==> config.mk <==
export PLATFORM = sky130hd
export DESIGN_NAME = frame_read_sequencer
export DESIGN_NICKNAME = d
export VERILOG_FILES = /design/src/rtl/img_pkg.sv /design/src/rtl/raster_addr_gen.sv /design/src/rtl/frame_read_sequencer.sv
export SDC_FILE = /design/constraint.sdc
export NUM_CORES = 1
export LEC_CHECK = 0
export ABC_CLOCK_PERIOD_IN_PS = 2200
export CORE_UTILIZATION = 47
export DETAILED_ROUTE_END_ITERATION = 8
export GPL_TIMING_DRIVEN = 0
export PLACE_DENSITY = 0.75
export SLEW_MARGIN = 10
export SYNTH_ARGS = -nofsm -noshare
export SYNTH_HDL_FRONTEND = slang
export SYNTH_SLANG_ARGS = --single-unit
==> constraint.sdc <==
create_clock -name HCLK -period 2.2 [get_ports HCLK]
set_input_delay 0.44 -clock HCLK [delete_from_list [all_inputs] [get_ports HCLK]]
set_output_delay 0.44 -clock HCLK [all_outputs]
set_load 0.005 [all_outputs]
==> src/rtl/img_pkg.sv <==
// Shared image-pipeline definitions.
// Holds the frame-sequencer state type, the default frame geometry and sync
// delays used by the image source, the reader and the writer, and a small
// width helper for counters whose range may collapse to a single value.
package img_pkg;

  typedef enum logic [2:0] {
    S_IDLE  = 3'd0,
    S_VSYNC = 3'd1,
    S_HSYNC = 3'd2,
    S_DATA  = 3'd3,
    S_DONE  = 3'd4
  } frame_state_t;

  localparam int IMG_WIDTH          = 1920;
  localparam int IMG_HEIGHT         = 1080;
  localparam int IMG_START_UP_DELAY = 100;
  localparam int IMG_HSYNC_DELAY    = 160;
  localparam int IMG_ADDR_W         = 21;

  // Index width for a range of n values, never narrower than one bit.
  function automatic int clog2_min1(input int n);
    return (n > 1) ? $clog2(n) : 1;
  endfunction

endpackage

==> src/rtl/raster_addr_gen.sv <==
// Raster-order pixel counters.
// Ports:
//   clk, rst     : clock and synchronous active-high reset
//   clear        : return all counters to pixel 0 on the next edge
//   advance      : step one pixel in raster order on the next edge
//   col, row     : current column / row index
//   rd_addr      : linear pixel address, kept equal to row*WIDTH+col
//   last_col     : current column is the last one of the row
//   last_pix     : current pixel is the last one of the frame
module raster_addr_gen
  import img_pkg::*;
#(
  parameter int WIDTH  = IMG_WIDTH,
  parameter int HEIGHT = IMG_HEIGHT,
  parameter int ADDR_W = IMG_ADDR_W,
  localparam int COL_W = clog2_min1(WIDTH),
  localparam int ROW_W = clog2_min1(HEIGHT)
) (
  input  logic              clk,
  input  logic              rst,
  input  logic              clear,
  input  logic              advance,
  output logic [COL_W-1:0]  col,
  output logic [ROW_W-1:0]  row,
  output logic [ADDR_W-1:0] rd_addr,
  output logic              last_col,
  output logic              last_pix
);

  logic [COL_W-1:0]  col_q, col_d;
  logic [ROW_W-1:0]  row_q, row_d;
  logic [ADDR_W-1:0] addr_q, addr_d;

  assign last_col = (col_q == COL_W'(WIDTH - 1));
  assign last_pix = last_col && (row_q == ROW_W'(HEIGHT - 1));

  // The address walks alongside col/row with a plain incrementer: raster
  // order makes row*WIDTH+col advance by exactly one per accepted pixel.
  always_comb begin
    col_d  = col_q;
    row_d  = row_q;
    addr_d = addr_q;
    if (clear) begin
      col_d  = '0;
      row_d  = '0;
      addr_d = '0;
    end else if (advance) begin
      if (last_col) begin
        col_d = '0;
        row_d = row_q + 1'b1;
      end else begin
        col_d = col_q + 1'b1;
      end
      addr_d = addr_q + 1'b1;
    end
  end

  always_ff @(posedge clk) begin
    if (rst) begin
      col_q  <= '0;
      row_q  <= '0;
      addr_q <= '0;
    end else begin
      col_q  <= col_d;
      row_q  <= row_d;
      addr_q <= addr_d;
    end
  end

  assign col     = col_q;
  assign row     = row_q;
  assign rd_addr = addr_q;

endmodule

==> src/rtl/frame_read_sequencer.sv <==
// Frame read sequencer: on a start request it runs one VSYNC window, then for
// every row an HSYNC blanking window followed by raster-order memory reads
// that stall whenever the consumer is not ready.
// Ports:
//   HCLK, HRESET : clock and synchronous active-high reset
//   start        : frame request, only looked at while idle
//   abort        : drop the current frame and return to idle at once
//   out_ready    : consumer can take a pixel this cycle
//   busy         : any state other than idle
//   VSYNC, HSYNC : frame start-up window / per-row blanking window
//   rd_en        : memory read strobe for rd_addr this cycle
//   rd_addr      : linear pixel address (row*WIDTH+col)
//   row, col     : current raster position
//   pix_valid    : rd_en one cycle later, lines up with memory read data
//   ctrl_done    : single-cycle pulse when a frame completes normally
module frame_read_sequencer
  import img_pkg::*;
#(
  parameter int WIDTH          = IMG_WIDTH,
  parameter int HEIGHT         = IMG_HEIGHT,
  parameter int START_UP_DELAY = IMG_START_UP_DELAY,
  parameter int HSYNC_DELAY    = IMG_HSYNC_DELAY,
  parameter int ADDR_W         = IMG_ADDR_W,
  localparam int ROW_W = clog2_min1(HEIGHT),
  localparam int COL_W = clog2_min1(WIDTH)
) (
  input  logic              HCLK,
  input  logic              HRESET,
  input  logic              start,
  input  logic              abort,
  input  logic              out_ready,
  output logic              busy,
  output logic              VSYNC,
  output logic              HSYNC,
  output logic              rd_en,
  output logic [ADDR_W-1:0] rd_addr,
  output logic [ROW_W-1:0]  row,
  output logic [COL_W-1:0]  col,
  output logic              pix_valid,
  output logic              ctrl_done
);

  localparam int MAX_DELAY = (START_UP_DELAY > HSYNC_DELAY) ? START_UP_DELAY : HSYNC_DELAY;
  localparam int CNT_W     = $clog2(MAX_DELAY + 1);
  localparam logic [CNT_W-1:0] VS_LAST = CNT_W'(START_UP_DELAY - 1);
  localparam logic [CNT_W-1:0] HS_LAST = CNT_W'(HSYNC_DELAY - 1);

  frame_state_t     state_q, state_d;
  logic [CNT_W-1:0] cnt_q, cnt_d;
  logic             pix_valid_q, pix_valid_d;
  logic             cancel, advance, clear;
  logic             last_col, last_pix;

  // abort only matters once a frame is under way; while idle a start wins.
  assign cancel = abort && (state_q != S_IDLE);
  assign rd_en  = (state_q == S_DATA) && out_ready && !abort;

  always_comb begin
    state_d = state_q;
    advance = 1'b0;
    clear   = 1'b0;
    unique case (state_q)
      S_IDLE:  if (start) state_d = S_VSYNC;
      S_VSYNC: if (cnt_q == VS_LAST) state_d = S_HSYNC;
      S_HSYNC: if (cnt_q == HS_LAST) state_d = S_DATA;
      S_DATA: begin
        if (out_ready) begin
          // The final pixel leaves the counters parked on it through DONE;
          // they are cleared when DONE hands back to IDLE.
          if (last_pix) begin
            state_d = S_DONE;
          end else begin
            advance = 1'b1;
            if (last_col) state_d = S_HSYNC;
          end
        end
      end
      S_DONE: begin
        state_d = S_IDLE;
        clear   = 1'b1;
      end
      default: begin
        state_d = S_IDLE;
        clear   = 1'b1;
      end
    endcase

    if (cancel) begin
      state_d = S_IDLE;
      advance = 1'b0;
      clear   = 1'b1;
    end

    // One delay counter serves both sync windows; it restarts from zero on
    // every state change and idles at zero outside the timed states.
    if ((state_d != state_q) || !((state_q == S_VSYNC) || (state_q == S_HSYNC))) begin
      cnt_d = '0;
    end else begin
      cnt_d = cnt_q + 1'b1;
    end

    pix_valid_d = rd_en;
  end

  always_ff @(posedge HCLK) begin
    if (HRESET) begin
      state_q     <= S_IDLE;
      cnt_q       <= '0;
      pix_valid_q <= 1'b0;
    end else begin
      state_q     <= state_d;
      cnt_q       <= cnt_d;
      pix_valid_q <= pix_valid_d;
    end
  end

  raster_addr_gen #(
    .WIDTH  (WIDTH),
    .HEIGHT (HEIGHT),
    .ADDR_W (ADDR_W)
  ) u_addr (
    .clk      (HCLK),
    .rst      (HRESET),
    .clear    (clear),
    .advance  (advance),
    .col      (col),
    .row      (row),
    .rd_addr  (rd_addr),
    .last_col (last_col),
    .last_pix (last_pix)
  );

  assign busy      = (state_q != S_IDLE);
  assign VSYNC     = (state_q == S_VSYNC);
  assign HSYNC     = (state_q == S_HSYNC);
  assign ctrl_done = (state_q == S_DONE) && !abort;
  assign pix_valid = pix_valid_q;

endmodule

==> flow_metrics.py <==
metrics = {
    "placed_design": {
        "hpwl_mm": 4.932,
        "io_buffers": 53,
        "gp_congestion": 0.8190,
        "dp_slack_ns": -0.5641,
    },
    "cts": {
        "cts_made_buffers": 5,
        "clock_path_buffers": 2,
        "clk_pin_slew_worst_paths_ns": 0.10,
        "clock-sinks": 55,
        "cts_root_buf": "clkbuf_8",
        "htreeDepth": 2,
        "postCtsHoldBufs": 0,
        "clock_latency_ns": 0.31,
        "cts_tree": "done",
    },
    "logic_synthesis": {
        "netlist_instances": 319,
        "synth_area_leader_cell": "dfxtp_1",
        "yosysUniqueCellTypes": 57,
        "yosys_warnings": 0,
        "ys_async_sr_fraction": 0,
        "syn-num-nets": 328,
        "synth-edff-count": 0,
        "ys_ff_latch": 55,
        "yosysSeqAreaShare": 0.3948,
        "syn_avg_cell_area_sq_um": 8.743,
        "synth_area_leaders": "dfxtp_1, nor2_1, xor2_1",
        "synth_top_area_frac": 0.3948,
        "synth_flop_cell": "dfxtp_1",
        "syn-cell-area_sq_um": 2789,
    },
    "global_routing": {
        "overflow": 0,
        "grt_max_degree": 16,
        "grt_pass1_vias": 2571,
        "grtUsageTotal": 0.2529,
        "grt_first_pass_wirelength_mm": 12.44,
        "antenna_found_initial": 0,
    },
    "job": {
        "cap_viol_max_count": 0,
    },
    "floorplan": {
        "die-area_sq_um": 6246,
        "io_pins": 54,
        "fp-row-count": 27,
        "die_w_microns": 79.03,
        "coreArea_sq_um": 5608,
        "start_util": 0.4973,
        "die_y_microns": 79.03,
    },
    "sta": {
        "hold_viol_final": 0,
        "setup_ws_ns": 0.001649,
        "max_slew.worst_pin.slew_ns": 0.7266,
        "fin_crit_ns": 2.198,
        "finalClockSkew_ns": 0.009232,
        "setup_violations": 0,
        "finalCritPeriodShare": 0.9993,
        "rsz0062_at_grt": "yes",
        "timing.fmax_mhz": 454.9,
        "relSlewSlack": 0.5156,
        "slew_violations": 0,
    },
    "detailed_routing": {
        "routed_wl_mm": 8.012,
        "drtIter0Drc": 228,
        "vias_per_cell": 6.034,
        "vias": 2866,
        "dr.pass1.iters": 5,
        "avgRoutedWirePerCell_microns": 16.87,
        "postRouteAntennaNets": 0,
        "route.detailed.drc": 0,
    },
    "finish": {
        "utilization": 0.7062,
        "register_area_sq_um": 1134,
        "area_growth_pct": 41.99,
        "layout_common_cells": "clkdlybuf4s50_1, dfxtp_1, nor2_1, buf_4, nand2_1",
        "insertedDiodeCount": 0,
        "drive_above_1_share": 0.2308,
        "fin_nets": 412,
        "nFillCells": 456,
        "final_common_cell": "clkdlybuf4s50_1",
        "multiInputGateArea_sq_um": 1777,
    },
    "setup_path": {
        "arrival_ns": 2.38,
        "critPathKind": "flop to flop",
        "crit_required_ns": 2.38,
        "cp_max_fo": 8,
        "setup.worst_path.start_class": "flop",
        "end_kind": "flop",
    },
    "pwr": {
        "vdd_drop_max_mv": 0.3288,
        "powerDensity_nw_per_um2": 425.3,
        "p_leak_nw": 1.377,
        "power_mw": 1.684,
    },
    "status": {
        "status": "finished, final reports clean",
    },
    "worst_hold_path": {
        "hp-class": "flop to flop",
    },
}
[registers in the layout (all words and copies together) (netlist names)]
signal / count
u_addr.col: 11
state_q: 3
u_addr.row: 11
pix_valid: 1
u_addr.rd_addr: 21
cnt_q: 8
[metrics by stage]
stage / cells / TNS (ns) / area [sq um] / hold slack, ns
after floorplan: 319 / 0 / 2789 / 0.4576
after global placement: 444 / -15.78 / 3410 / 0.4667
after detailed placement: 444 / -16.45 / 3410 / 0.4782
after CTS: 471 / 0 / 3809 / 0.4929
after global routing: 475 / -0.3532 / 3960 / 0.5148
final: 475 / 0 / 3960 / 0.4913
[cells by family after synthesis]
group / Yosys count / synth area share
buffers and inverters: 22 / 0.03633
AND/OR/NAND/NOR: 145 / 0.3015
multiplexers: 4 / 0.01436
flip-flops: 55 / 0.3948
adder cells (fa/ha/maj): 4 / 0.01795
XOR/XNOR: 24 / 0.07537
AO/OA/AOI/OAI: 65 / 0.1597
[path summary, 6_finish.rpt]
path              cells past startpoint                       start                         endpoint  slack [ns]
setup / recovery                      6  u_addr.row[3]$_SDFFE_PP0P_  u_addr.rd_addr[10]$_SDFFE_PP0P_       0.002
hold / removal                        1         cnt_q[0]$_SDFF_PP0_              cnt_q[0]$_SDFF_PP0_        0.49
setup reg to reg                      6  u_addr.row[3]$_SDFFE_PP0P_  u_addr.rd_addr[10]$_SDFFE_PP0P_       0.002
hold reg to reg                       1         cnt_q[0]$_SDFF_PP0_              cnt_q[0]$_SDFF_PP0_        0.49
[cells in the mapped netlist (all sizes together) (3+ instances only)]
| library cell | instances |
|---|---|
| dfxtp | 55 |
| nor2 | 35 |
| a21oi | 20 |
| nand2 | 18 |
| nand3 | 16 |
| o21ai | 13 |
| xor2 | 13 |
| nand4 | 12 |
| nor4 | 12 |
| or3 | 11 |
| xnor2 | 11 |
| inv | 10 |
| and3 | 8 |
| a211oi | 6 |
| and4 | 6 |
| buf | 6 |
| clkbuf | 6 |
| or4 | 6 |
| o31ai | 5 |
| ha | 4 |
| mux2i | 4 |
| a31oi | 3 |
| o211ai | 3 |
[area by class of cell]
cell class / instances / share of cell area
well taps: 72 / 0.02275
inverters: 10 / 0.01011
clock buffers: 6 / 0.02085
plain buffers: 7 / 0.01485
multi-input cells: 242 / 0.4487
repair buffers: 82 / 0.1953
flip-flops and latches: 55 / 0.2863
clock inverters: 1 / 0.001264
[what timing repair did]
item                       in CTS  in global routing
pin swaps                       9                 10
buffers inserted               22                  5
cloned                          2                  0
gates resized for setup        47                 39
setup endpoints to repair      52                 33
[power by group]
group / total [mW] / internal (mW) / switching, mW
Clock: 0.570 / 0.248 / 0.322
Sequential: 0.995 / 0.990 / 0.00428
Combinational: 0.120 / 0.0467 / 0.0730
Total: 1.68 / 1.29 / 0.399
[per-layer routing]
metal | wire length, microns | track usage
met1 | 3613 | 0.3469
met2 | 3816 | 0.4017
met3 | 462 | 0.04138
met4 | 119 | 0.08545
met5 | 0 | 0
[worst max-delay path: stages (launching register included)]
cell	delay (ns)
dfxtp_4	0.36
or4b_4	0.53
or4_4	0.53
o211ai_4	0.31
buf_6	0.18
or3_1	0.11
a21oi_1	0.06
No activity file was read; power rests on OpenSTA's default activity.
